## src/rtl/bg_band_renderer.sv

```systemverilog
// bg_band_renderer: sky / pattern-band / ground palette index generator.
// Optional feature macro BG_AUTOSCROLL_EN adds per-frame automatic scroll.
module bg_band_renderer #(
  parameter int X_W           = 10,
  parameter int PIX_BITS      = 3,
  parameter int PIX_PER_WORD  = 3,
  parameter int ADDR_W        = 11,
  parameter int WORDS_PER_ROW = 16,
  parameter int BAND_TOP      = 300,
  parameter int BAND_H        = 128,
  parameter int INDEX_W       = 9,
  parameter int SKY_IDX       = 5,
  parameter int GROUND_IDX    = 7
) (
  input  logic                             clk,
  input  logic                             rst,
  input  logic                             pix_valid,
  input  logic [X_W-1:0]                   x,
  input  logic [X_W-1:0]                   y,
  input  logic [ADDR_W-1:0]                scroll_word,
  input  logic [1:0]                       scroll_slot,
`ifdef BG_AUTOSCROLL_EN
  input  logic                             auto_scroll,
`endif
  output logic                             mem_en,
  output logic [ADDR_W-1:0]                mem_addr,
  input  logic [PIX_BITS*PIX_PER_WORD-1:0] mem_rdata,
  output logic                             index_valid,
  output logic [INDEX_W-1:0]               index_out
);

  localparam logic [ADDR_W-1:0] WLAST = ADDR_W'(WORDS_PER_ROW - 1);
  localparam logic [ADDR_W-1:0] WROW  = ADDR_W'(WORDS_PER_ROW);
  localparam logic [1:0]        SLAST = 2'(PIX_PER_WORD - 1);
  localparam logic [2:0]        SNUM  = 3'(PIX_PER_WORD);
  localparam logic [X_W-1:0]    YTOP  = X_W'(BAND_TOP);
  localparam logic [X_W-1:0]    YBOT  = X_W'(BAND_TOP + BAND_H);

  typedef enum logic [1:0] {
    CL_SKY  = 2'd0,
    CL_BAND = 2'd1,
    CL_GND  = 2'd2
  } cls_t;

  // One-pixel advance of a {word, slot} position with horizontal wrap.
  function automatic logic [ADDR_W+1:0] adv(
    input logic [ADDR_W-1:0] w,
    input logic [1:0]        s
  );
    logic [ADDR_W-1:0] nw;
    logic [1:0]        ns;
    nw = w;
    ns = s + 2'd1;
    if (s == SLAST) begin
      ns = 2'd0;
      nw = (w == WLAST) ? '0 : w + ADDR_W'(1);
    end
    return {nw, ns};
  endfunction

  logic              line_start;
  logic              frame_start;
  logic [ADDR_W-1:0] san_word;
  logic [1:0]        san_slot;
  logic [ADDR_W-1:0] src_word;
  logic [1:0]        src_slot;
  logic [ADDR_W-1:0] lat_word;
  logic [1:0]        lat_slot;
  logic [ADDR_W-1:0] word_q;
  logic [1:0]        slot_q;
  logic [ADDR_W-1:0] cur_word;
  logic [1:0]        cur_slot;
  logic [ADDR_W+1:0] nxt_pos;
  cls_t              cls;
  logic              band_hit;
  logic [X_W-1:0]    row;
  logic [ADDR_W-1:0] calc_addr;
  logic [ADDR_W-1:0] addr_q;
  logic              s1_valid;
  cls_t              s1_class;
  logic [1:0]        s1_slot;
  logic [PIX_BITS-1:0] pix;

  assign line_start  = pix_valid && (x == '0);
  assign frame_start = line_start && (y == '0);

  // Clamp out-of-range scroll requests to legal positions.
  always_comb begin
    san_word = (scroll_word >= WROW) ? '0 : scroll_word;
    san_slot = ({1'b0, scroll_slot} >= SNUM) ? SLAST : scroll_slot;
  end

`ifdef BG_AUTOSCROLL_EN
  logic [ADDR_W-1:0] as_word;
  logic [1:0]        as_slot;
  logic [ADDR_W+1:0] as_nxt;

  assign as_nxt = adv(as_word, as_slot);

  // Scroll source: running auto counter or the port value.
  always_comb begin
    src_word = san_word;
    src_slot = san_slot;
    if (auto_scroll) begin
      src_word = as_word;
      src_slot = as_slot;
    end
  end

  // Auto-scroll counter steps one pixel per frame, or reloads from ports.
  always_ff @(posedge clk) begin
    if (rst) begin
      as_word <= '0;
      as_slot <= '0;
    end else if (frame_start) begin
      if (auto_scroll) begin
        as_word <= as_nxt[ADDR_W+1:2];
        as_slot <= as_nxt[1:0];
      end else begin
        as_word <= san_word;
        as_slot <= san_slot;
      end
    end
  end
`else
  assign src_word = san_word;
  assign src_slot = san_slot;
`endif

  // Position of the pixel presented this cycle; a frame start uses its new scroll.
  always_comb begin
    cur_word = word_q;
    cur_slot = slot_q;
    if (frame_start) begin
      cur_word = src_word;
      cur_slot = src_slot;
    end else if (line_start) begin
      cur_word = lat_word;
      cur_slot = lat_slot;
    end
  end

  assign nxt_pos = adv(cur_word, cur_slot);

  // Frame scroll latch and per-pixel word/slot counters.
  always_ff @(posedge clk) begin
    if (rst) begin
      lat_word <= '0;
      lat_slot <= '0;
      word_q   <= '0;
      slot_q   <= '0;
    end else if (pix_valid) begin
      word_q <= nxt_pos[ADDR_W+1:2];
      slot_q <= nxt_pos[1:0];
      if (frame_start) begin
        lat_word <= src_word;
        lat_slot <= src_slot;
      end
    end
  end

  // Row classification and pattern ROM address.
  always_comb begin
    cls = CL_BAND;
    if (y < YTOP) begin
      cls = CL_SKY;
    end else if (y >= YBOT) begin
      cls = CL_GND;
    end
    row       = y - YTOP;
    calc_addr = ADDR_W'(row) * WROW + cur_word;
    band_hit  = pix_valid && !rst && (cls == CL_BAND);
  end

  // ROM request goes out in the pixel's own cycle; address holds otherwise.
  always_comb begin
    mem_en   = band_hit;
    mem_addr = band_hit ? calc_addr : addr_q;
  end

  // Stage 1: remember address, class and slot while the ROM reads.
  always_ff @(posedge clk) begin
    if (rst) begin
      addr_q   <= '0;
      s1_valid <= 1'b0;
      s1_class <= CL_SKY;
      s1_slot  <= '0;
    end else begin
      s1_valid <= pix_valid;
      if (band_hit) begin
        addr_q <= calc_addr;
      end
      if (pix_valid) begin
        s1_class <= cls;
        s1_slot  <= cur_slot;
      end
    end
  end

  // Slot 0 lives in the most significant field of the ROM word.
  always_comb begin
    pix = '0;
    for (int i = 0; i < PIX_PER_WORD; i++) begin
      if (s1_slot == 2'(i)) begin
        pix = mem_rdata[(PIX_PER_WORD-1-i)*PIX_BITS +: PIX_BITS];
      end
    end
  end

  // Stage 2: registered palette index; holds while no pixel arrives.
  always_ff @(posedge clk) begin
    if (rst) begin
      index_valid <= 1'b0;
      index_out   <= '0;
    end else begin
      index_valid <= s1_valid;
      if (s1_valid) begin
        unique case (1'b1)
          (s1_class == CL_BAND): index_out <= INDEX_W'(pix);
          (s1_class == CL_SKY):  index_out <= INDEX_W'(SKY_IDX);
          default:               index_out <= INDEX_W'(GROUND_IDX);
        endcase
      end
    end
  end

endmodule

```

## config.mk

```make
export PLATFORM = sky130hd
export DESIGN_NAME = bg_band_renderer
export DESIGN_NICKNAME = d
export VERILOG_FILES = /design/src/rtl/bg_band_renderer.sv
export SDC_FILE = /design/constraint.sdc
export NUM_CORES = 1
export LEC_CHECK = 0
export BUFFER_PORTS_ARGS = -buffer_cell sky130_fd_sc_hd__buf_2
export CAP_MARGIN = 20
export CORE_MARGIN = 2
export CORE_UTILIZATION = 58
export DETAILED_ROUTE_END_ITERATION = 7
export PLACE_DENSITY = 0.82
export SETUP_SLACK_MARGIN = 0.4
export SYNTH_ARGS = -nofsm -noshare
export SYNTH_HDL_FRONTEND = slang
export SYNTH_SLANG_ARGS = --single-unit
```

## constraint.sdc

```tcl
create_clock -name clk -period 13.78 [get_ports clk]
set_clock_uncertainty 0.1 [all_clocks]
set_input_delay 2.756 -clock clk [delete_from_list [all_inputs] [get_ports clk]]
set_output_delay 2.756 -clock clk [all_outputs]
set_load 0.1 [all_outputs]
```

==> summary.txt <==
Layout
  – Core Util, Final: 0.699
  – Area growth syn-to-layout: 13.9%
  – N_diodes: 0
  – Share of layout cells above drive strength 1: 0.233
  – Nets@finish: 428
  – Most frequent cells in the layout: buf_2 (60), dfxtp_1 (46), nand2_1 (37)
  – Filler instances: 394
  – Commonest non-fill, non-tap cell in the layout: buf_2

Worst setup path
  – Slowest stage delay, CP: 0.46 ns
  – Worst Path Required: 10.92 ns
  – Reg2reg start: lat_word[0]
  – Critical path class: in2out
  – Top Family by Delay on Critical Path: compound AO/OA/AOI/OAI gates
  – Max FO, Critical Path: 9
  – CP startpoint kind: input pin
  – Data arrival, critical path: 6.35 ns
  – R2R Setup Slk: 10.88 ns
  – CP Capture Type: output port
  – Buf/Inv on CP: 6
  – Beginning of the critical path: y[2]
  – Most numerous cell on the critical path: inv_1
  – Sequence of cells on the critical path: buf_2 -> inv_1 -> ha_1 -> nor4b_4 -> nand3_2 -> and3_1 -> a21oi_1 -> inv_1 -> ha_1 -> inv_1 -> fa_1 -> inv_1 -> a21o_1 -> a21oi_1 -> o21bai_1 -> a21oi_1 -> xnor2_1 -> o21ai_0 -> buf_2
  – Slowest cell on the critical path: buf_2

Synth
  – Post-synth ARST share: 0
  – Distinct cells, synth: 51
  – Post-synth EDFFs: 0
  – Mapped Cells: 319
  – Sequential area share after synthesis: 0.340
  – Synthesized area per cell: 8.50 sq um
  – Synth area leader: dfxtp_1
  – Dominant synthesized flop cell: dfxtp_1
  – Mapped Area: 2710 sq um
  – Top cell type's share of synthesized area: 0.340
  – #FFs+latches synth: 46
  – Top post-synthesis cells by area: dfxtp_1 (34%), nand2_1 (5.1%), a22o_1 (4.2%)
  – YS warnings: 0

CTS
  – Post-cts gate resize count: 0
  – Clock buffer depth: 2
  – Clock Latency Late Sink: 0.31 ns
  – CTS root buf: clkbuf_8
  – Clock transition at path regs: 0.09 ns
  – CTS Sinks: 46
  – Total CTS buffers: 5
  – Post-CTS Hold Buffers: 0
  – Postcts setup bufs: 0
  – H-Tree Level Count: 2
  – CTS tree: yes

Placement
  – Placer congestion estimate: 0.915
  – Pre-CTS WS: 4.58 ns
  – Hpwl dp: 4630 um
  – Quantity of I/O buffers inserted on ports: 60

Power and ir drop
  – Switching share of total power: 0.311
  – P_int: 185 uW
  – Power Density: 87.0 nW/um^2
  – Switching power: 83.6 uW
  – Leakage: 1.34 nW
  – Flop pwr share: 0.510
  – Worst vdd ir: 0.0723 mV
  – Clock Power Share: 0.320
  – Comb pwr share: 0.169

Die
  – Die Y: 72.4 um
  – Die W: 72.4 um
  – I/O pin total: 67
  – Number of cell rows: 24
  – Core Box Area: 4410 sq um
  – Initial core utilization: 0.614
  – Die area: 5240 sq um

Job
  – Max Cap Viol: 0

GRT
  – First-pass GRT wire length: 9710 um
  – GRT Util Overall: 0.234
  – Vias in the first global route: 2,126
  – Largest net degree at the start of global routing: 30
  – Total grt overflow: 0
  – Initial antenna violation count: 0

STA
  – Fmax: 109 MHz
  – Slew margin rel.: 0.327
  – Min cycle time layout: 9.20 ns
  – Hold Slack: 0.361 ns
  – Final WS setup: 4.58 ns
  – Final Hold Vio Count: 0
  – RSZ-0062 raised after global routing: no
  – Slew @ Worst Pin: 1.01 ns
  – Final Cycle Share: 0.668
  – Max-slew violations: 0
  – Endpoints failing setup: 0
  – Fin Setup TNS: 0 ns

Drt
  – Post-route DRC violation count: 0
  – Detailed Routing Iterations Pass 1: 5
  – Vias: 2,357
  – DR iter-0 viols: 78
  – Vias per cell: 5.53
  – WL final: 5840 um
  – WL/cell: 13.7 um
  – Routed Antenna Nets: 0

Hold path
  – HP Class: reg2reg
  – Min-delay src: lat_word[0]

Status
  – Status: complete, no violations
==> sequential cells by signal (all words and copies together) (netlist names) <==
register / cells
addr_q: 11
lat_slot: 2
lat_word: 11
s1_valid: 1
s1_class: 2
index_valid: 1
s1_slot: 2
slot_q: 2
index_out: 3
word_q: 11
==> worst reg2reg max path: cells and delay by family, from the launching register on <==
| kind | cells | cell delay, ns |
|---|---|---|
| and+or+nand+nor | 4 | 1.17 |
| AOI/OAI and AO/OA | 5 | 0.83 |
| DFF | 1 | 0.34 |
| adders and majority gates | 1 | 0.31 |
| buffers and inverters | 1 | 0.04 |
==> Yosys cell counts (8+ instances only) <==
master	count
xor2_1	8
a21oi_1	18
a22o_1	13
o21ai_0	13
dfxtp_1	46
xnor2_1	12
nor2_1	23
ha_1	9
nor2b_1	14
clkbuf_1	9
nor3_1	8
a31oi_1	8
nand2_1	37
inv_1	16
==> path summary, 6_finish.rpt <==
path / endpoint / cells after the start
max: mem_addr[10] / 19
min: lat_word[0] / 2
max reg2reg: word_q[7] / 11
min reg2reg: lat_word[0] / 2
==> metal layers <==
layer	vias up	part of all wire	track usage	wire length, um
li1	1220	-	-	-
met1	1073	0.47	0.305	2730
met2	57	0.48	0.394	2780
met3	7	0.044	0.0431	258
met4	0	0.013	0.0671	74
met5	-	0	0	0
==> kinds of logic (layout without fill, tap and decap cells) <==
family	after synthesis	count (layout)	synth area share
xor+xnor	20	20	0.0646
buf+inv	34	84	0.0600
mux	12	12	0.0476
simple gates	123	123	0.253
compound gates	73	73	0.185
other cells	1	6	0.00138
flops	46	46	0.340
fa+ha+maj	10	10	0.0489
==> power groups by stage <==
stage	registers, mW	logic [mW]	clock network [mW]
4_1_cts	0.137	0.0455	0.0876
3_5_place_dp	0.140	0.0453	0
2_1_floorplan	0.145	0.0295	0
3_3_place_gp	0.140	0.0446	0
5_1_grt	0.138	0.0488	0.0933
6_report	0.137	0.0454	0.0861
==> cell type report <==
cell class              count  area (sq um)  share of cell area
clock inverters             3          25.0             0.00811
well taps                  52          65.1              0.0211
inverters                  16          60.1              0.0195
flip-flops and latches     46           921               0.298
clock buffers               5          68.8              0.0223
multi-input cells         244          1650               0.533
repair buffers             60           300              0.0973
==> stage by stage <==
step | cells | power, mW | instance area [sq um]
4_1_cts | 426 | 0.270 | 3090
5_1_grt | 426 | 0.280 | 3090
3_5_place_dp | 418 | 0.186 | 2990
3_3_place_gp | 418 | 0.185 | 2990
6_report | 426 | 0.269 | 3090
2_1_floorplan | 324 | 0.174 | 2730
Power figures use the tool's default switching activity.
